**config.mk**
```make
export PLATFORM = sky130hd
export DESIGN_NAME = branch_resolve_queue_flat
export DESIGN_NICKNAME = d
export VERILOG_FILES = /design/src/rtl/branch_resolve_queue_pkg.sv /design/src/rtl/branch_resolve_queue_if.sv /design/src/rtl/brq_entry_array.sv /design/src/rtl/branch_resolve_queue.sv /design/src/flat_wrapper.sv
export SDC_FILE = /design/constraint.sdc
export NUM_CORES = 1
export LEC_CHECK = 0
export CELL_PAD_IN_SITES_DETAIL_PLACEMENT = 1
export CELL_PAD_IN_SITES_GLOBAL_PLACEMENT = 1
export CORE_MARGIN = 2
export CORE_UTILIZATION = 30
export DETAILED_ROUTE_END_ITERATION = 6
export GPL_TIMING_DRIVEN = 1
export PLACE_DENSITY = 0.56
export SETUP_SLACK_MARGIN = 0.02
export SLEW_MARGIN = 10
export SYNTH_ARGS = -nofsm -noshare
export SYNTH_HDL_FRONTEND = slang
export SYNTH_HIERARCHICAL = 1
export SYNTH_SLANG_ARGS = --single-unit
```
**constraint.sdc**
```tcl
create_clock -name clk -period 5.3 [get_ports clk]
set_clock_uncertainty 0.1 [all_clocks]
set_input_delay 1.06 -clock clk [delete_from_list [all_inputs] [get_ports clk]]
set_output_delay 1.06 -clock clk [all_outputs]
set_load 0.02 [all_outputs]
```
**src/rtl/branch_resolve_queue_pkg.sv**
```systemverilog
// Shared types for the branch resolve queue: PC word, queue entry and pointer.
package branch_resolve_queue_pkg;

  localparam int BRQ_DEPTH = 4;
  localparam int BRQ_PTR_W = 2;

  typedef logic [15:0] lc3b_word;

  typedef struct packed {
    lc3b_word pc;
    logic     pred;
  } lc3b_brq_entry;

  typedef logic [BRQ_PTR_W-1:0] lc3b_brq_ptr;

endpackage

```
**src/rtl/branch_resolve_queue_if.sv**
```systemverilog
// Fetch/execute-facing bus of the branch resolve queue.
interface branch_resolve_queue_if
  import branch_resolve_queue_pkg::*;
#(
  parameter int PTR_W = BRQ_PTR_W
);
  logic           alloc;
  lc3b_word       alloc_pc;
  logic           alloc_pred;
  logic           full;
  logic           resolve;
  logic           resolve_taken;
  lc3b_word       resolve_target;
  logic           bht_write;
  lc3b_word       bht_write_pc;
  logic           bht_taken;
  logic           mispredict;
  lc3b_word       redirect_pc;
  logic [PTR_W:0] count;

  modport master (
    output alloc, alloc_pc, alloc_pred, resolve, resolve_taken, resolve_target,
    input  full, bht_write, bht_write_pc, bht_taken, mispredict, redirect_pc, count
  );

  modport slave (
    input  alloc, alloc_pc, alloc_pred, resolve, resolve_taken, resolve_target,
    output full, bht_write, bht_write_pc, bht_taken, mispredict, redirect_pc, count
  );
endinterface

```
**src/rtl/brq_entry_array.sv**
```systemverilog
// Entry storage: one synchronous write port at tail, one combinational read port at head.
module brq_entry_array
  import branch_resolve_queue_pkg::*;
#(
  parameter int DEPTH = BRQ_DEPTH,
  parameter int PTR_W = BRQ_PTR_W
) (
  input  logic             clk,
  input  logic             wr_en,
  input  logic [PTR_W-1:0] wr_ptr,
  input  lc3b_brq_entry    wr_data,
  input  logic [PTR_W-1:0] rd_ptr,
  output lc3b_brq_entry    rd_data
);

  lc3b_brq_entry mem [DEPTH];

  // Data is not reset; the owner tracks validity through its count.
  always_ff @(posedge clk) begin
    if (wr_en) begin
      mem[wr_ptr] <= wr_data;
    end
  end

  assign rd_data = mem[rd_ptr];

endmodule

```
**src/rtl/branch_resolve_queue.sv**
```systemverilog
// In-order queue of predicted branches; resolves the oldest, updates the BHT and redirects on mispredict.
module branch_resolve_queue
  import branch_resolve_queue_pkg::*;
#(
  parameter int DEPTH = BRQ_DEPTH,
  parameter int PTR_W = $clog2(DEPTH)
) (
  input logic clk,
  input logic reset,
  branch_resolve_queue_if.slave bus
);

  localparam logic [PTR_W:0]   DEPTH_CNT = (PTR_W+1)'(DEPTH);
  localparam logic [PTR_W:0]   CNT_ONE   = (PTR_W+1)'(1);
  localparam logic [PTR_W-1:0] PTR_ONE   = PTR_W'(1);

  logic [PTR_W-1:0] head_r;
  logic [PTR_W-1:0] tail_r;
  logic [PTR_W:0]   count_r;
  logic             bht_write_r;
  lc3b_word         bht_write_pc_r;
  logic             bht_taken_r;
  logic             mispredict_r;
  lc3b_word         redirect_pc_r;

  lc3b_brq_entry head_entry;
  lc3b_brq_entry alloc_entry;
  logic          full;
  logic          res_ok;
  logic          mis;
  logic          do_alloc;

  assign full        = (count_r == DEPTH_CNT);
  assign res_ok      = bus.resolve && (count_r != '0);
  assign mis         = res_ok && (head_entry.pred != bus.resolve_taken);
  // A mispredicting resolve makes a same-cycle alloc wrong-path, so it is dropped.
  assign do_alloc    = bus.alloc && (!full || res_ok) && !mis;
  assign alloc_entry = '{pc: bus.alloc_pc, pred: bus.alloc_pred};

  brq_entry_array #(
    .DEPTH (DEPTH),
    .PTR_W (PTR_W)
  ) u_entries (
    .clk     (clk),
    .wr_en   (do_alloc),
    .wr_ptr  (tail_r),
    .wr_data (alloc_entry),
    .rd_ptr  (head_r),
    .rd_data (head_entry)
  );

  // Queue pointers, occupancy and the registered BHT/redirect outputs.
  always_ff @(posedge clk or posedge reset) begin
    if (reset) begin
      head_r         <= '0;
      tail_r         <= '0;
      count_r        <= '0;
      bht_write_r    <= 1'b0;
      bht_write_pc_r <= 16'h0000;
      bht_taken_r    <= 1'b0;
      mispredict_r   <= 1'b0;
      redirect_pc_r  <= 16'h0000;
    end else if (res_ok) begin
      bht_write_r    <= 1'b1;
      bht_write_pc_r <= head_entry.pc;
      bht_taken_r    <= bus.resolve_taken;
      head_r         <= head_r + PTR_ONE;
      if (mis) begin
        mispredict_r  <= 1'b1;
        redirect_pc_r <= bus.resolve_taken ? bus.resolve_target : head_entry.pc + 16'd2;
        tail_r        <= head_r + PTR_ONE;
        count_r       <= '0;
      end else begin
        mispredict_r  <= 1'b0;
        tail_r        <= do_alloc ? tail_r + PTR_ONE : tail_r;
        count_r       <= do_alloc ? count_r : count_r - CNT_ONE;
      end
    end else begin
      bht_write_r  <= 1'b0;
      mispredict_r <= 1'b0;
      if (do_alloc) begin
        tail_r  <= tail_r + PTR_ONE;
        count_r <= count_r + CNT_ONE;
      end else begin
        tail_r  <= tail_r;
        count_r <= count_r;
      end
    end
  end

  assign bus.full         = full;
  assign bus.count        = count_r;
  assign bus.bht_write    = bht_write_r;
  assign bus.bht_write_pc = bht_write_pc_r;
  assign bus.bht_taken    = bht_taken_r;
  assign bus.mispredict   = mispredict_r;
  assign bus.redirect_pc  = redirect_pc_r;

endmodule

```
**src/flat_wrapper.sv**
```systemverilog
// flat-port wrapper written by rule: the top's interface ports become plain ports
module branch_resolve_queue_flat import branch_resolve_queue_pkg::*;
#(
  parameter int DEPTH = BRQ_DEPTH,
  parameter int PTR_W = $clog2(DEPTH)
)
  (clk, reset, bus_alloc, bus_alloc_pc, bus_alloc_pred, bus_resolve, bus_resolve_taken, bus_resolve_target, bus_full, bus_bht_write, bus_bht_write_pc, bus_bht_taken, bus_mispredict, bus_redirect_pc, bus_count);
  branch_resolve_queue_if #(.PTR_W(PTR_W)) bus_i ();
  input logic clk;
  input logic reset;
  input wire logic [$bits(bus_i.alloc)-1:0] bus_alloc;
  input wire logic [$bits(bus_i.alloc_pc)-1:0] bus_alloc_pc;
  input wire logic [$bits(bus_i.alloc_pred)-1:0] bus_alloc_pred;
  input wire logic [$bits(bus_i.resolve)-1:0] bus_resolve;
  input wire logic [$bits(bus_i.resolve_taken)-1:0] bus_resolve_taken;
  input wire logic [$bits(bus_i.resolve_target)-1:0] bus_resolve_target;
  output wire logic [$bits(bus_i.full)-1:0] bus_full;
  output wire logic [$bits(bus_i.bht_write)-1:0] bus_bht_write;
  output wire logic [$bits(bus_i.bht_write_pc)-1:0] bus_bht_write_pc;
  output wire logic [$bits(bus_i.bht_taken)-1:0] bus_bht_taken;
  output wire logic [$bits(bus_i.mispredict)-1:0] bus_mispredict;
  output wire logic [$bits(bus_i.redirect_pc)-1:0] bus_redirect_pc;
  output wire logic [$bits(bus_i.count)-1:0] bus_count;
  assign bus_i.alloc = bus_alloc;
  assign bus_i.alloc_pc = bus_alloc_pc;
  assign bus_i.alloc_pred = bus_alloc_pred;
  assign bus_i.resolve = bus_resolve;
  assign bus_i.resolve_taken = bus_resolve_taken;
  assign bus_i.resolve_target = bus_resolve_target;
  assign bus_full = bus_i.full;
  assign bus_bht_write = bus_i.bht_write;
  assign bus_bht_write_pc = bus_i.bht_write_pc;
  assign bus_bht_taken = bus_i.bht_taken;
  assign bus_mispredict = bus_i.mispredict;
  assign bus_redirect_pc = bus_i.redirect_pc;
  assign bus_count = bus_i.count;
  branch_resolve_queue #(.DEPTH(DEPTH), .PTR_W(PTR_W)) u_core (.clk(clk), .reset(reset), .bus(bus_i));
endmodule
```
# Word-level counts from Yosys, hierarchy flattened
# Memory sizes are Yosys's and may differ from the RTL's.
# Cells that the tools add are included.
[op_classes] addsub=5 eq_ne=3 muxes=13 reduce_logical=11
[op_table] cell="16-bit by 2-bit adder with 16-bit output, second input constant" count=1
[op_table] cell="16-bit 2-to-1 mux" count=1
[op_table] cell="3-bit 2-to-1 mux" count=4
[op_table] cell="2-bit 2-to-1 mux" count=3
[op_table] cell="1-bit 2-to-1 mux" count=5
[op_table] cell="2-bit by 1-bit adder with 2-bit output, second input constant" count=2
[op_table] cell="1-bit logical AND" count=4
[op_table] cell="2-bit AND reduction" count=2
[op_table] cell="3-bit by 1-bit adder with 3-bit output, second input constant" count=1
[op_table] cell="3-bit == test, second input constant" count=1
[op_table] cell="3-bit != test, second input constant" count=1
[op_table] cell="3-bit nonzero test" count=1
[op_table] cell="3-bit by 1-bit subtractor with 3-bit output, second input constant" count=1
[op_table] cell="1-bit zero test" count=2
[op_table] cell="2-bit nonzero test" count=1
[op_table] cell="1-bit logical OR" count=1
[op_table] cell="1-bit != test" count=1
[totals] regBits=42 ram_bits=68 in_bits=38 out_inout_bits=39 word_cells=41 n_memories=1
[memory_table] name="u_core.u_entries.mem" depth=4 word_bits=17 rd=1 rd_clocked_by_memory_dff=0 write_ports=1 line_no="brq_entry_array.sv:16" source="lc3b_brq_entry mem [DEPTH];"

# Depth between registers and ports, before layout
# Gate-level depths: netlist of run 1.
[depth] depth_word=8 ltp_mapped=8 ltp_nobuf=7

# Cells and area by module
# Netlist of run 1, hierarchy kept.
[modules_own_cells] mod="brq_entry_array" n_inst=1 cells_per_inst=93 area_each_um2=2523.7 seq_area_each_um2=2042.0
[modules_own_cells] mod="branch_resolve_queue" n_inst=1 cells_per_inst=218 area_each_um2=2219.6 seq_area_each_um2=1051.0

# Worst setup path before layout of run 1
# OpenSTA, ideal clock, no wires.
[synth_path] path_type="register -> register" startpoint="register u_core.head_r[0]" endpoint="memory u_core/u_entries/mem[0][0] in the netlist's numbering, enable pin" setup_ps=416 arrival_time_ps=3164 t_required_ps=4784 slack_ps=1620 stages_incl_launch_ff=9 n_path_buf=2 period_less_slack_ps=3680 path_cell_list="dfrtp_1 buf_6 mux4_1 xor2_1 nand3_2 inv_2 buf_6 nor2_1 nor3b_1"
[synth_rtl] item="start: declaration" line_no="branch_resolve_queue.sv:17" source="logic [PTR_W-1:0] head_r;"
[synth_rtl] item="start signal: assignment" line_no="branch_resolve_queue.sv:67" source="head_r <= head_r + PTR_ONE;"
[synth_rtl] item="end: declaration" line_no="brq_entry_array.sv:16"

# Worst setup path in the final report of run 1
[layout_path] startpoint="input port bus_resolve_taken" endpoint="memory u_core/u_entries/mem[3][7] in the netlist's numbering, enable pin"
[layout_between] elab_chain_cells=6
[layout_lines] item="start: declaration" line_no="flat_wrapper.sv:15" source="input wire logic [$bits(bus_i.resolve_taken)-1:0] bus_resolve_taken;"
[layout_lines] item="1-bit != test" line_no="branch_resolve_queue.sv:35" source="assign mis = res_ok && (head_entry.pred != bus.resolve_taken);"
[layout_lines] item="1-bit logical AND" line_no="branch_resolve_queue.sv:35"
[layout_lines] item="1-bit zero test" line_no="branch_resolve_queue.sv:37" source="assign do_alloc = bus.alloc && (!full || res_ok) && !mis;"
[layout_lines] item="1-bit logical AND" line_no="branch_resolve_queue.sv:37"
[layout_lines] item="net u_core.do_alloc" line_no="branch_resolve_queue.sv:31" source="logic do_alloc;"
[layout_lines] item="1-bit 2-to-1 mux" line_no="brq_entry_array.sv:20" source="if (wr_en) begin"
[layout_lines] item="1-bit 2-to-1 mux (not written as such)" line_no="brq_entry_array.sv:21" source="mem[wr_ptr] <= wr_data;"
# The timed path passes the listed nets, and every way through them passes these cells.

==> impl_metrics.tcl, run 1 <==
set metrics [dict create \
    multi_input_area_um2 1520 \
    hp-class "flop to flop" \
    total_power_w 0.00355 \
    grt_pass1_wl_um 17100 \
    ys_warn_count 6 \
    antenna_left 0 \
    crit_slowest_cell "and3_1" \
    cts_tree "done" \
    drc 0 \
    rsz0062_at_grt "no" \
    cts.sinks 110 \
    powerDensity_nw_per_um2 590 \
    io_buffer_count 76 \
    num_antenna_cells 0 \
    clk_latency_ns 0.35 \
    worst_pin_slew_ns 0.952 \
    syn_to_final_growth_pct 26.9 \
    async_reset_ff_share_pct 38.2 \
    postCtsSetupRepairBufs 0 \
    core_um2 15300 \
    synthFlopType "edfxtp_1" \
    dp_hpwl_um 7480 \
    dieArea_um2 16800 \
    cts_made_buffers 9 \
    cts_resized 0 \
    gp_congestion 0.698 \
    crit_chain "clkdlybuf4s50_1 > buf_4 > xor2_1 > nand3_2 > inv_2 > nor2_1 > and3_1" \
    clockBufferDepth 2 \
    fmax_mhz 261 \
    hold_violations 0 \
    fin_crit_sh_pct 72.4 \
    grt_max_degree 43 \
    wire_per_inst_um 17.8 \
    routed_wl_um 10800 \
    io_pins 77 \
    path_buf_inv 3 \
    die_w_um 130 \
    crit_fanout 24 \
    crit_path_end_kind "flop" \
    drtPass1Iterations 4 \
    clock-root-buffer "clkbuf_16" \
    layout_commonest_cell "clkdlybuf4s50_1" \
    setup_viol 0 \
    grt_pass1_vias 3033 \
    slew_headroom_pct 36.6 \
    start_kind "primary input" \
    drive_gt1_share_pct 13.7 \
    seqCellArea_um2 3090 \
    synth_fp_nets 353 \
    synth_area_per_cell_um2 15.3 \
    critPathTopFamily "simple AND/OR/NAND/NOR gates" \
    die_h_um 130 \
    synthDistinctLibCells 45 \
    final_cell_mix "clkdlybuf4s50_1, edfxtp_1, dfrtp_1" \
    crit_type "primary input to flop" \
    hold_buffers 0 \
    final_util_pct 39.3 \
    stdcell_count 605 \
    fin_setup_tns_ns 0 \
    synth.cell_area_um2 4740 \
    cts_max_level 3 \
    fill_cells 1589 \
    grt.total_usage_pct 13.7 \
    period_needed_ns 3.84 \
    place_inst 589 \
    grt-ovfl-total 0 \
    viasPerCell 4.67 \
    synth-seq-area-share_pct 65.2 \
    drt_iter0_markers 133 \
    slowest_delay_ns 0.83 \
    synth_edf_count 68 \
    initial_utilization_pct 31.0 \
    drv_cap 0 \
    rows 45 \
    num-nets-final 431 \
    crit_required_ns 5.17 \
    crit_arrival_ns 3.70 \
    status "complete, no violations" \
    ir_drop_mv 0.175 \
    syn_inst 311 \
    synth_seq_cells 110 \
    clkTransAtPathRegs_ns 0.07 \
    antenna_found_initial 0 \
    power_leakage_nw 2.18 \
    routed-via-count 2827 \
    drv_slew 0 \
]
cell usage after synthesis (all sizes together) (5+ instances only):
| master | instances | area [um^2] |
|---|---|---|
| edfxtp | 68 | 2040 |
| dfrtp | 42 | 1050 |
| nand2 | 31 | 119 |
| o21ai | 21 | 105 |
| mux4 | 17 | 409 |
| mux2 | 13 | 146 |
| nand3 | 12 | 77.6 |
| buf | 11 | 88.8 |
| nor2 | 11 | 41.3 |
| inv | 10 | 37.5 |
| xnor2 | 10 | 87.6 |
| nor4 | 6 | 82.6 |
| a21oi | 5 | 25.0 |
| nand4 | 5 | 37.5 |
| o211ai | 5 | 37.5 |
| xor2 | 5 | 43.8 |
cell type report:
type                            instances  share of cell area [%]
Clock buffer                           12                    3.93
Clock inverter                          4                    1.19
Inverter                               10                   0.624
Multi-Input combinational cell        177                    25.2
Sequential cell                       110                    51.4
Tap cell                              211                    4.39
Timing Repair Buffer                   81                    13.3
layer usage:
layer / routed length [um] / share of wire, % / track usage [%] / up-vias
li1: - / - / - / 1328
met2: 5250 / 49 / 22.4 / 56
met3: 423 / 3.9 / 2.17 / 12
met1: 4900 / 45 / 18.1 / 1431
met4: 206 / 1.9 / 6.07 / 0
met5: 0 / 0 / 0 / -
worst min-delay path, stage by stage (launching register included):
cell and delay (ns):
dfrtp_1 0.35, nand2_1 0.05, o21ai_0 0.06
stage by stage:
stage                     cell area [um^2]  setup WS (ns)  hold WS (ns)
after floorplan                       4740           1.62         0.379
after global placement                5710           1.13         0.362
after detailed placement              5710           1.07         0.376
after CTS                             6020           1.44         0.392
after global routing                  6020           1.22         0.413
final                                 6020           1.46         0.384
final timing paths:
| path | startpoint | endpoint | slack, ns | cells after the start |
|---|---|---|---|---|
| min in group asynchronous | reset | u_core/bus.redirect_pc[0] | 1.06 | 3 |
| worst min-delay path | u_core/bus.bht_taken | u_core/bus.bht_taken | 0.38 | 2 |
| worst max-delay path | bus_resolve_taken | u_core/u_entries/mem[3][7] | 1.46 | 7 |
| worst min register to register | u_core/bus.bht_taken | u_core/bus.bht_taken | 0.38 | 2 |
| max in group asynchronous | reset | u_core/bus.bht_write_pc[4] | 3.67 | 3 |
| worst max register to register | u_core/head_r[0] | u_core/u_entries/mem[3][7] | 1.52 | 7 |
sequential cells by signal, indices dropped and copies added, names as in the netlist:
name	flops
u_core/tail_r	2
u_core/bus.bht_write_pc	16
u_core/bus.bht_taken	1
u_core/bus.bht_write	1
u_core/bus.mispredict	1
u_core/head_r	2
u_core/bus.count	3
u_core/bus.redirect_pc	16
u_core/u_entries/mem	68
report_power, final:
group	switching (W)	internal, W
clock network	0.000294	0.000413
registers	0.000117	0.00118
logic	0.000873	0.000673
kinds of logic after synthesis:
group | Yosys count | synth area share (%)
muxes | 34 | 12.6
AOI/OAI and AO/OA | 40 | 5.22
buffers and inverters | 24 | 2.90
and+or+nand+nor | 84 | 10.3
xor gates and xnor gates | 15 | 2.77
adders and majority gates | 4 | 1.06
DFF | 110 | 65.2
No activity file was read; power rests on OpenSTA's default activity.
==> inputs of run 2 (changes only) <==
- clock period: 5.3 -> 3.6 ns (I/O delays scaled with it)
==> run 2 against run 1 <==
Die area unchanged. Highest routed layer unchanged. Combinational power increased by 46%. First-iteration DRC count decreased by 45%. Register-to-register slack got worse by 0.73 ns. Worst hold slack got worse by 0.00099 ns. Utilization increased by 0.42 points. Count of clock-buffer cells in the layout decreased by 3. Critical path depth unchanged. Largest cell class unchanged.
==> impl_metrics.tcl, run 2 (synthesis gave the netlist of run 1 again) <==
set metrics [dict create \
    status "complete, no violations" \
    clk_latency_ns 0.34 \
    gp_congestion 0.710 \
    period_needed_ns 2.81 \
    ir_drop_mv 0.317 \
    finalWorstSetupSlack_ns 0.788 \
    io_buffer_count 76 \
    die_h_um 130 \
    postCtsSetupRepairBufs 0 \
    drc 0 \
    hold_violations 0 \
    grt_pass1_wl_um 17300 \
    dieArea_um2 16800 \
    power_leakage_nw 2.23 \
    rows 45 \
    grt-ovfl-total 0 \
    crit_fanout 17 \
    powerDensity_nw_per_um2 862 \
    clock-root-buffer "clkbuf_16" \
    post_dp_cell_area_um2 5780 \
    die_w_um 130 \
    drt_iter0_markers 73 \
    design_area_um2 6080 \
    cts.sinks 110 \
    final_cell_mix "clkdlybuf4s50_1, edfxtp_1, dfrtp_1" \
    drv_cap 0 \
    pre_cts_ws_ns 0.782 \
    min-delay-start "u_core/bus.redirect_pc[4]" \
    cts_resized 0 \
    antenna_left 0 \
    crit-reg2reg-launch "u_core/head_r[0]" \
    regMostFlops "u_core/u_entries/mem" \
    routed_wl_um 10900 \
    core_um2 15300 \
    rsz0062_at_grt "no" \
    num_antenna_cells 0 \
    crit_type "flop to flop" \
    drv_slew 0 \
    io_pins 77 \
    grt_pass1_vias 3061 \
    setup_viol 0 \
    fmax_mhz 356 \
    layout_commonest_cell "clkdlybuf4s50_1" \
    grt_max_degree 24 \
    crit_path_end_kind "flop" \
    drive_gt1_share_pct 16.6 \
    antenna_found_initial 0 \
    hp-class "flop to flop" \
    routed-via-count 2852 \
    wire_per_inst_um 17.8 \
    cts_tree "done" \
    drtPass1Iterations 4 \
    clkTransAtPathRegs_ns 0.07 \
    fin_setup_tns_ns 0 \
    hold_buffers 0 \
    fin_crit_sh_pct 78.1 \
    slew_headroom_pct 48.6 \
    initial_utilization_pct 31.0 \
    startpoint "u_core/head_r[0]" \
    syn_to_final_growth_pct 28.3 \
    clockBufferDepth 2 \
    grt.total_usage_pct 13.8 \
    num-nets-final 440 \
    crit_arrival_ns 2.74 \
    cts_made_buffers 9 \
    start_kind "flop" \
    worst_pin_slew_ns 0.766 \
    viasPerCell 4.64 \
    crit_required_ns 3.53 \
    largest_reg_flops 68 \
    dp_hpwl_um 7870 \
    cts_max_level 3 \
]
## run 2: worst paths after layout
| check | cells past startpoint | slack (ns) | endpoint |
|---|---|---|---|
| worst max register to register | 7 | 0.79 | u_core/u_entries/mem[0][5] |
| max in group asynchronous | 3 | 2.05 | u_core/bus.bht_write_pc[7] |
| worst min register to register | 2 | 0.38 | u_core/bus.redirect_pc[4] |
| min in group asynchronous | 2 | 0.63 | u_core/bus.count[0] |
| worst min-delay path | 2 | 0.38 | u_core/bus.redirect_pc[4] |
| worst max-delay path | 7 | 0.79 | u_core/u_entries/mem[0][5] |
## run 2: area by class of cell
cell class / instances / area (um^2)
inverter: 10 / 37.5
clock inverter: 7 / 80.1
sequential: 110 / 3090
fill: 1583 / 9230
clock buffer: 9 / 225
multi-input combinational: 177 / 1520
timing repair buffer: 90 / 866
tap: 211 / 264
## run 2: routing by layer
| metal | wire length, um | track usage [%] | vias to the layer above |
|---|---|---|---|
| met4 | 96 | 3.04 | 0 |
| met3 | 433 | 3.90 | 5 |
| met2 | 5270 | 22.7 | 54 |
| met5 | 0 | 0 | - |
| met1 | 5140 | 18.2 | 1444 |
| li1 | - | - | 1349 |
## run 2: critical path, cell delays in order (launching register included)
cell,delay [ns]
dfrtp_1,0.70
mux4_1,0.65
xor2_1,0.21
nand3_2,0.11
inv_2,0.04
nor2_1,0.18
nor3b_2,0.19
buf_4,0.30
## run 2: metrics by stage
| stage | cells | power, W | utilization, % | hold WS (ns) |
|---|---|---|---|---|
| 2_1_floorplan | 311 | 0.00340 | - | 0.379 |
| 3_3_place_gp | 598 | 0.00427 | 37.7 | 0.367 |
| 3_5_place_dp | 598 | 0.00431 | 37.7 | 0.371 |
| 4_1_cts | 614 | 0.00534 | 39.7 | 0.388 |
| 5_1_grt | 614 | 0.00559 | 39.7 | 0.415 |
| 6_report | 614 | 0.00524 | 39.7 | 0.383 |
## run 2: report_power, final
group	switching, W	leakage [nW]	internal (W)
clock	0.000455	0.154	0.000551
sequential	0.000236	1.13	0.00174
combinational	0.00123	0.952	0.00104
